--- config.mk ---
export PLATFORM = sky130hd
export DESIGN_NAME = alu_arbiter_flat
export DESIGN_NICKNAME = d
export VERILOG_FILES = /design/src/rtl/alu_arbiter_pkg.sv /design/src/rtl/alu_arbiter_if.sv /design/src/rtl/alu_arbiter_arb_rr2.sv /design/src/rtl/alu_arbiter.sv /design/src/flat_wrapper.sv
export SDC_FILE = /design/constraint.sdc
export NUM_CORES = 1
export LEC_CHECK = 0
export CAP_MARGIN = 10
export CORE_ASPECT_RATIO = 1.75
export CORE_MARGIN = 5
export CORE_UTILIZATION = 40
export CTS_CLUSTER_DIAMETER = 40
export DETAILED_ROUTE_END_ITERATION = 8
export HOLD_SLACK_MARGIN = 0.02
export PLACE_DENSITY = 0.93
export SLEW_MARGIN = 10
export SYNTH_ARGS = -nofsm -noshare
export SYNTH_HDL_FRONTEND = slang
export SYNTH_SLANG_ARGS = --single-unit
--- constraint.sdc ---
create_clock -name clk -period 3 [get_ports clk]
set_clock_uncertainty 0.15 [all_clocks]
set_input_delay 0.45 -clock clk [delete_from_list [all_inputs] [get_ports clk]]
set_output_delay 0.45 -clock clk [all_outputs]
set_load 0.05 [all_outputs]
--- src/rtl/alu_arbiter_pkg.sv ---
`default_nettype none
// +-----------------------------------------------------------------+
// | alu_arbiter_pkg : shared types and constants for alu_arbiter     |
// | Rev 1.0                                                          |
// +-----------------------------------------------------------------+
package alu_arbiter_pkg;

  localparam int ARB_WIDTH = 32;
  localparam int ARB_OPW   = 4;

  typedef enum logic [1:0] {
    ST_IDLE = 2'd0,
    ST_EXEC = 2'd1,
    ST_RESP = 2'd2
  } arb_state_e;

  localparam logic [3:0] ALU_ADD  = 4'b0000;
  localparam logic [3:0] ALU_SUB  = 4'b0001;
  localparam logic [3:0] ALU_AND  = 4'b0010;
  localparam logic [3:0] ALU_OR   = 4'b0011;
  localparam logic [3:0] ALU_XOR  = 4'b0100;
  localparam logic [3:0] ALU_NOR  = 4'b0101;
  localparam logic [3:0] ALU_SLL  = 4'b0110;
  localparam logic [3:0] ALU_SRL  = 4'b0111;
  localparam logic [3:0] ALU_SRA  = 4'b1000;
  localparam logic [3:0] ALU_SLT  = 4'b1001;
  localparam logic [3:0] ALU_SLTU = 4'b1010;
  localparam logic [3:0] ALU_SEQ  = 4'b1011;
  localparam logic [3:0] ALU_SNE  = 4'b1100;
  localparam logic [3:0] ALU_SGE  = 4'b1101;

endpackage
`default_nettype wire

--- src/rtl/alu_arbiter_if.sv ---
`default_nettype none
// +-----------------------------------------------------------------+
// | alu_arbiter_if : requester and shared-ALU bus for alu_arbiter    |
// | Rev 1.0                                                          |
// +-----------------------------------------------------------------+
interface alu_arbiter_if
  import alu_arbiter_pkg::*;
#(
  parameter int WIDTH = ARB_WIDTH,
  parameter int OPW   = ARB_OPW
);
  logic [1:0]       req_valid;
  logic [1:0]       req_ready;
  logic [OPW-1:0]   req0_op;
  logic [OPW-1:0]   req1_op;
  logic [WIDTH-1:0] req0_a;
  logic [WIDTH-1:0] req0_b;
  logic [WIDTH-1:0] req1_a;
  logic [WIDTH-1:0] req1_b;
  logic [1:0]       rsp_valid;
  logic [1:0]       rsp_ready;
  logic [WIDTH-1:0] rsp_x;
  logic             rsp_zero;
  logic [WIDTH-1:0] alu_a;
  logic [WIDTH-1:0] alu_b;
  logic [OPW-1:0]   alu_mode;
  logic [WIDTH-1:0] alu_x;
  logic             alu_zero;

  // Arbiter side
  modport slave (
    input  req_valid, req0_op, req1_op, req0_a, req0_b, req1_a, req1_b,
    input  rsp_ready, alu_x, alu_zero,
    output req_ready, rsp_valid, rsp_x, rsp_zero, alu_a, alu_b, alu_mode
  );

  // Requesters plus the ALU itself
  modport master (
    output req_valid, req0_op, req1_op, req0_a, req0_b, req1_a, req1_b,
    output rsp_ready, alu_x, alu_zero,
    input  req_ready, rsp_valid, rsp_x, rsp_zero, alu_a, alu_b, alu_mode
  );
endinterface
`default_nettype wire

--- src/rtl/alu_arbiter_arb_rr2.sv ---
`default_nettype none
// +-----------------------------------------------------------------+
// | arb_rr2 : 2-way one-hot grant selector                           |
// | ALU_ARB_ROUND_ROBIN_EN: alternate on contention, else req0 wins  |
// | Rev 1.0                                                          |
// +-----------------------------------------------------------------+
module arb_rr2 (
  input  logic [1:0] valid,
`ifdef ALU_ARB_ROUND_ROBIN_EN
  input  logic       last_gnt,
`endif
  output logic [1:0] grant
);

  always_comb begin
    grant = 2'b00;
`ifdef ALU_ARB_ROUND_ROBIN_EN
    // On contention favour whoever was not served last
    if (valid == 2'b11) begin
      grant = last_gnt ? 2'b01 : 2'b10;
    end else begin
      grant = valid;
    end
`else
    if (valid[0]) begin
      grant = 2'b01;
    end else if (valid[1]) begin
      grant = 2'b10;
    end
`endif
  end

endmodule
`default_nettype wire

--- src/rtl/alu_arbiter.sv ---
`default_nettype none
// +-----------------------------------------------------------------+
// | alu_arbiter : shares one combinational ALU between 2 requesters  |
// | Option macro: ALU_ARB_ROUND_ROBIN_EN          Rev 1.0            |
// +-----------------------------------------------------------------+
module alu_arbiter
  import alu_arbiter_pkg::*;
#(
  parameter int WIDTH = ARB_WIDTH,
  parameter int OPW   = ARB_OPW
) (
  input  logic          clk,
  input  logic          rst_n,
  alu_arbiter_if.slave  bus,
  output logic          busy
);

  localparam logic [1:0] IDLE = ST_IDLE;
  localparam logic [1:0] EXEC = ST_EXEC;
  localparam logic [1:0] RESP = ST_RESP;

  logic [1:0]       state_q, state_d;
  logic             gnt_q, gnt_d;
  logic [OPW-1:0]   op_q, op_d;
  logic [WIDTH-1:0] a_q, a_d;
  logic [WIDTH-1:0] b_q, b_d;
  logic [WIDTH-1:0] x_q, x_d;
  logic             zero_q, zero_d;
  logic [1:0]       grant;
  logic             in_exec;
`ifdef ALU_ARB_ROUND_ROBIN_EN
  logic             last_q, last_d;
`endif

  arb_rr2 u_arb (
    .valid    (bus.req_valid),
`ifdef ALU_ARB_ROUND_ROBIN_EN
    .last_gnt (last_q),
`endif
    .grant    (grant)
  );

  always_comb begin
    state_d       = state_q;
    gnt_d         = gnt_q;
    op_d          = op_q;
    a_d           = a_q;
    b_d           = b_q;
    x_d           = x_q;
    zero_d        = zero_q;
`ifdef ALU_ARB_ROUND_ROBIN_EN
    last_d        = last_q;
`endif
    bus.req_ready = 2'b00;
    case (state_q)
      IDLE: begin
        // rst_n gating keeps req_ready low while reset is held
        if (rst_n && (bus.req_valid != 2'b00)) begin
          bus.req_ready = grant;
          gnt_d         = grant[1];
          op_d          = grant[1] ? bus.req1_op : bus.req0_op;
          a_d           = grant[1] ? bus.req1_a  : bus.req0_a;
          b_d           = grant[1] ? bus.req1_b  : bus.req0_b;
`ifdef ALU_ARB_ROUND_ROBIN_EN
          last_d        = grant[1];
`endif
          state_d       = EXEC;
        end
      end
      EXEC: begin
        x_d     = bus.alu_x;
        zero_d  = bus.alu_zero;
        state_d = RESP;
      end
      RESP: begin
        if (bus.rsp_ready[gnt_q]) begin
          state_d = IDLE;
        end
      end
      default: state_d = IDLE;
    endcase
  end

  always_ff @(posedge clk or negedge rst_n) begin
    if (!rst_n) begin
      state_q <= IDLE;
      gnt_q   <= 1'b0;
      op_q    <= '0;
      a_q     <= '0;
      b_q     <= '0;
      x_q     <= '0;
      zero_q  <= 1'b0;
`ifdef ALU_ARB_ROUND_ROBIN_EN
      last_q  <= 1'b1;
`endif
    end else begin
      state_q <= state_d;
      gnt_q   <= gnt_d;
      op_q    <= op_d;
      a_q     <= a_d;
      b_q     <= b_d;
      x_q     <= x_d;
      zero_q  <= zero_d;
`ifdef ALU_ARB_ROUND_ROBIN_EN
      last_q  <= last_d;
`endif
    end
  end

  assign in_exec       = (state_q == EXEC);
  assign busy          = (state_q != IDLE);
  assign bus.rsp_valid = (state_q == RESP) ? (gnt_q ? 2'b10 : 2'b01) : 2'b00;
  assign bus.rsp_x     = x_q;
  assign bus.rsp_zero  = zero_q;
  assign bus.alu_a     = in_exec ? a_q  : '0;
  assign bus.alu_b     = in_exec ? b_q  : '0;
  assign bus.alu_mode  = in_exec ? op_q : '0;

endmodule
`default_nettype wire

--- src/flat_wrapper.sv ---
// flat-port wrapper written by rule: the top's interface ports become plain ports
module alu_arbiter_flat import alu_arbiter_pkg::*;
#(
  parameter int WIDTH = ARB_WIDTH,
  parameter int OPW   = ARB_OPW
)
  (clk, rst_n, busy, bus_req_valid, bus_req0_op, bus_req1_op, bus_req0_a, bus_req0_b, bus_req1_a, bus_req1_b, bus_rsp_ready, bus_alu_x, bus_alu_zero, bus_req_ready, bus_rsp_valid, bus_rsp_x, bus_rsp_zero, bus_alu_a, bus_alu_b, bus_alu_mode);
  alu_arbiter_if #(.WIDTH(WIDTH), .OPW(OPW)) bus_i ();
  input  logic clk;
  input  logic rst_n;
  output logic busy;
  input wire logic [$bits(bus_i.req_valid)-1:0] bus_req_valid;
  input wire logic [$bits(bus_i.req0_op)-1:0] bus_req0_op;
  input wire logic [$bits(bus_i.req1_op)-1:0] bus_req1_op;
  input wire logic [$bits(bus_i.req0_a)-1:0] bus_req0_a;
  input wire logic [$bits(bus_i.req0_b)-1:0] bus_req0_b;
  input wire logic [$bits(bus_i.req1_a)-1:0] bus_req1_a;
  input wire logic [$bits(bus_i.req1_b)-1:0] bus_req1_b;
  input wire logic [$bits(bus_i.rsp_ready)-1:0] bus_rsp_ready;
  input wire logic [$bits(bus_i.alu_x)-1:0] bus_alu_x;
  input wire logic [$bits(bus_i.alu_zero)-1:0] bus_alu_zero;
  output wire logic [$bits(bus_i.req_ready)-1:0] bus_req_ready;
  output wire logic [$bits(bus_i.rsp_valid)-1:0] bus_rsp_valid;
  output wire logic [$bits(bus_i.rsp_x)-1:0] bus_rsp_x;
  output wire logic [$bits(bus_i.rsp_zero)-1:0] bus_rsp_zero;
  output wire logic [$bits(bus_i.alu_a)-1:0] bus_alu_a;
  output wire logic [$bits(bus_i.alu_b)-1:0] bus_alu_b;
  output wire logic [$bits(bus_i.alu_mode)-1:0] bus_alu_mode;
  assign bus_i.req_valid = bus_req_valid;
  assign bus_i.req0_op = bus_req0_op;
  assign bus_i.req1_op = bus_req1_op;
  assign bus_i.req0_a = bus_req0_a;
  assign bus_i.req0_b = bus_req0_b;
  assign bus_i.req1_a = bus_req1_a;
  assign bus_i.req1_b = bus_req1_b;
  assign bus_i.rsp_ready = bus_rsp_ready;
  assign bus_i.alu_x = bus_alu_x;
  assign bus_i.alu_zero = bus_alu_zero;
  assign bus_req_ready = bus_i.req_ready;
  assign bus_rsp_valid = bus_i.rsp_valid;
  assign bus_rsp_x = bus_i.rsp_x;
  assign bus_rsp_zero = bus_i.rsp_zero;
  assign bus_alu_a = bus_i.alu_a;
  assign bus_alu_b = bus_i.alu_b;
  assign bus_alu_mode = bus_i.alu_mode;
  alu_arbiter #(.WIDTH(WIDTH), .OPW(OPW)) u_core (.clk(clk), .rst_n(rst_n), .bus(bus_i), .busy(busy));
endmodule
==> results.py <==
metrics = {
    "synthesis": {
        "synth_top_area_share_pct": 49.2,
        "synth.net_count": 557,
        "yosys_warnings": 0,
        "synth_seq_cells": 104,
        "syn-instance-count": 382,
        "yosysSeqAreaShare_pct": 49.2,
        "yosys.area.top_type": "dfrtp_1",
        "synth.area.top_cells": "dfrtp_1, mux2_2, and2_1",
        "synth_area_mm2": 0.00529,
        "syn_area_per_cell_um2": 13.8,
        "synth.distinct_cells": 18,
    },
    "clocking": {
        "cts_tree": "yes",
        "cts-buffers-inserted": 9,
        "cts_buffer_depth": 2,
        "cts.sinks": 104,
        "h-tree-depth": 3,
        "clock_latency_ps": 330,
        "cts-root-buf": "clkbuf_16",
        "clk_pin_slew_worst_paths_ps": 60,
        "post_cts.repair.setup_buffers": 0,
    },
    "route": {
        "drt_iter0_markers": 83,
        "dr.pass1.iters": 4,
        "viasPerCell": 4.76,
        "wl_per_cell_um": 18.5,
        "ant_nets": 0,
        "drc_errors": 0,
        "wl_um": 15400,
        "vias": 3954,
    },
    "worst_setup_path": {
        "critPathKind": "flip-flop to output pin",
        "critical_path_arrival_ps": 2250,
        "slowest_delay_ps": 800,
        "r2r-start": "u_core.state_q[1]",
        "worstPathMaxFanout": 36,
        "r2r_slack_ps": 1010,
        "end_kind": "output pin",
        "cpLargestDelayFamily": "buffers and inverters",
        "rr_worst_depth": 4,
        "critPathLaunchType": "flip-flop",
        "crit_buf_inv": 2,
        "worstPathCellList": "nor2b_4, buf_4, and2_1, clkdlybuf4s50_1",
        "cpMaxStageDelayCell": "clkdlybuf4s50_1",
        "r2r_end": "u_core.b_q[22]",
        "cp.required_ps": 2400,
    },
    "layout": {
        "fillers": 996,
        "area_growth_pct": 60.8,
        "fin_area_mm2": 0.00851,
        "nets": 830,
        "layout-drive-gt1-share_pct": 33.3,
        "layoutNonFillerInstCount": 831,
        "antenna_cells": 0,
    },
    "min_path": {
        "min-delay-start": "u_core.op_q[1]",
        "holdCritPathClass": "flip-flop to flip-flop",
        "holdPathEnd": "u_core.op_q[1]",
        "min_path_cells": 1,
    },
    "global_route": {
        "grt_pass1_vias": 4512,
        "grt_remaining_overflow": 0,
        "antenna_found_initial": 0,
        "grt_pass1_wl_um": 24200,
        "grt_max_degree": 76,
        "track_usage_pct": 19.3,
    },
    "die": {
        "die_w_um": 96.9,
        "ios": 281,
        "die_area_mm2": 0.0157,
        "die_h_um": 162,
        "rows": 55,
        "core_area_mm2": 0.0129,
        "initial_core_util_pct": 40.9,
    },
    "sta": {
        "setup_tns_ps": 0,
        "worst_pin_slew_ps": 936,
        "timing.fmax_mhz": 351,
        "finalSetupViolations": 0,
        "period_needed_ps": 2850,
        "slew_headroom_pct": 37.6,
        "fin_crit_sh_pct": 94.9,
        "maxSlewViolCount": 0,
        "rsz0062_at_grt": "false",
        "hold_viol": 0,
    },
    "placed_design": {
        "placed_cells": 814,
        "gp_congestion": 0.789,
        "placed_area_mm2": 0.00818,
        "io_buffers": 280,
        "dp_hpwl_um": 12400,
    },
    "run_status": {
        "status": "completed",
    },
    "power_and_ir_drop": {
        "leakagePower_nw": 3.52,
        "vdd_ir_drop_max_mv": 0.792,
        "p_per_area_mw_per_mm2": 941,
    },
    "flow_run": {
        "max_cap_viol_count": 0,
    },
}
## metal layers
metal / vias up / wire [µm] / track usage, %
li1: 1866 / - / -
met1: 1909 / 5340 / 19.6
met2: 158 / 8740 / 37.3
met3: 21 / 976 / 5.97
met4: 0 / 295 / 6.07
met5: - / 0 / 0
## timing repair
| item | CTS | global route |
|---|---|---|
| gates resized for setup | 0 | 1 |
| endpoints found under the setup margin | 0 | 1 |
| hold buffers | 1 | 0 |
| endpoints found under the hold margin | 29 | 0 |
## kinds of logic after synthesis
logic type             Yosys count  synth area share (%)
DFF                            104                  49.2
and+or+nand+nor                 78                  9.30
AOI/OAI and AO/OA                1                 0.142
muxes                          171                  37.7
buffers and inverters           28                  3.69
## registers in the layout, indices dropped and copies added (netlist names)
register,cells
u_core.b_q,32
u_core.state_q,2
u_core.op_q,4
u_core.gnt_q,1
u_core.a_q,32
u_core.bus.rsp_x,32
u_core.bus.rsp_zero,1
## layout by cell type, fill, tap and decap left out, drive strengths merged, types with 2 or more instances in the layout
cell,synthesis,layout
and2,69,69
nor2,3,3
clkbuf,7,10
dfrtp,104,104
buf,20,31
clkdlybuf4s50,0,257
mux2,170,170
nand2b,2,2
inv,1,4
## per-stage QoR
step / hold WS, ps / setup slack, ps / power (mW) / util [%]
6_report: 346 / 154 / 8.01 / 65.8
3_5_place_dp: 245 / 456 / 6.87 / 63.2
5_1_grt: 359 / 61.5 / 8.42 / 65.8
4_1_cts: 352 / 98.2 / 8.10 / 65.7
2_1_floorplan: 4.41 / 533 / 5.37 / -
3_3_place_gp: 245 / 501 / 6.72 / 63.2
## synthesized netlist by cell type, drive strengths merged
cell type,instances
clkbuf,7
nand2b,2
mux2i,1
o21bai,1
and3b,1
inv,1
buf,20
nor3b,1
mux2,170
or2,1
and2,69
nor2,3
dfrtp,104
nor2b,1
## final cells by class
cell class	instances	area, µm²	share of cell area, %
sequential	104	2600	30.6
inverter	1	3.75	0.0441
tap	171	214	2.52
clock buffer	10	239	2.81
multi-input combinational	250	2510	29.5
clock inverter	6	72.6	0.853
timing repair buffer	289	2870	33.7
## how the worst max path moves through the flow
stage / depth (start not counted) / endpoint / start / slack [ps]
2_1_floorplan: 5 / bus_req_ready[1] / u_core.state_q[1] / 530
3_3_place_gp: 5 / bus_req_ready[1] / bus_req_valid[1] / 500
3_5_place_dp: 5 / bus_req_ready[1] / bus_req_valid[1] / 460
4_1_cts: 5 / bus_req_ready[1] / rst_n / 100
5_1_grt: 4 / bus_alu_a[25] / u_core.state_q[1] / 60
6_report: 4 / bus_alu_a[25] / u_core.state_q[1] / 150
## report_power, final
group	switching (mW)	internal [mW]	total, mW
sequential	0.365	2.12	2.48
clock	0.521	0.680	1.20
combinational	2.48	1.85	4.33
total	3.36	4.65	8.01
No activity file was read; power rests on OpenSTA's default activity.
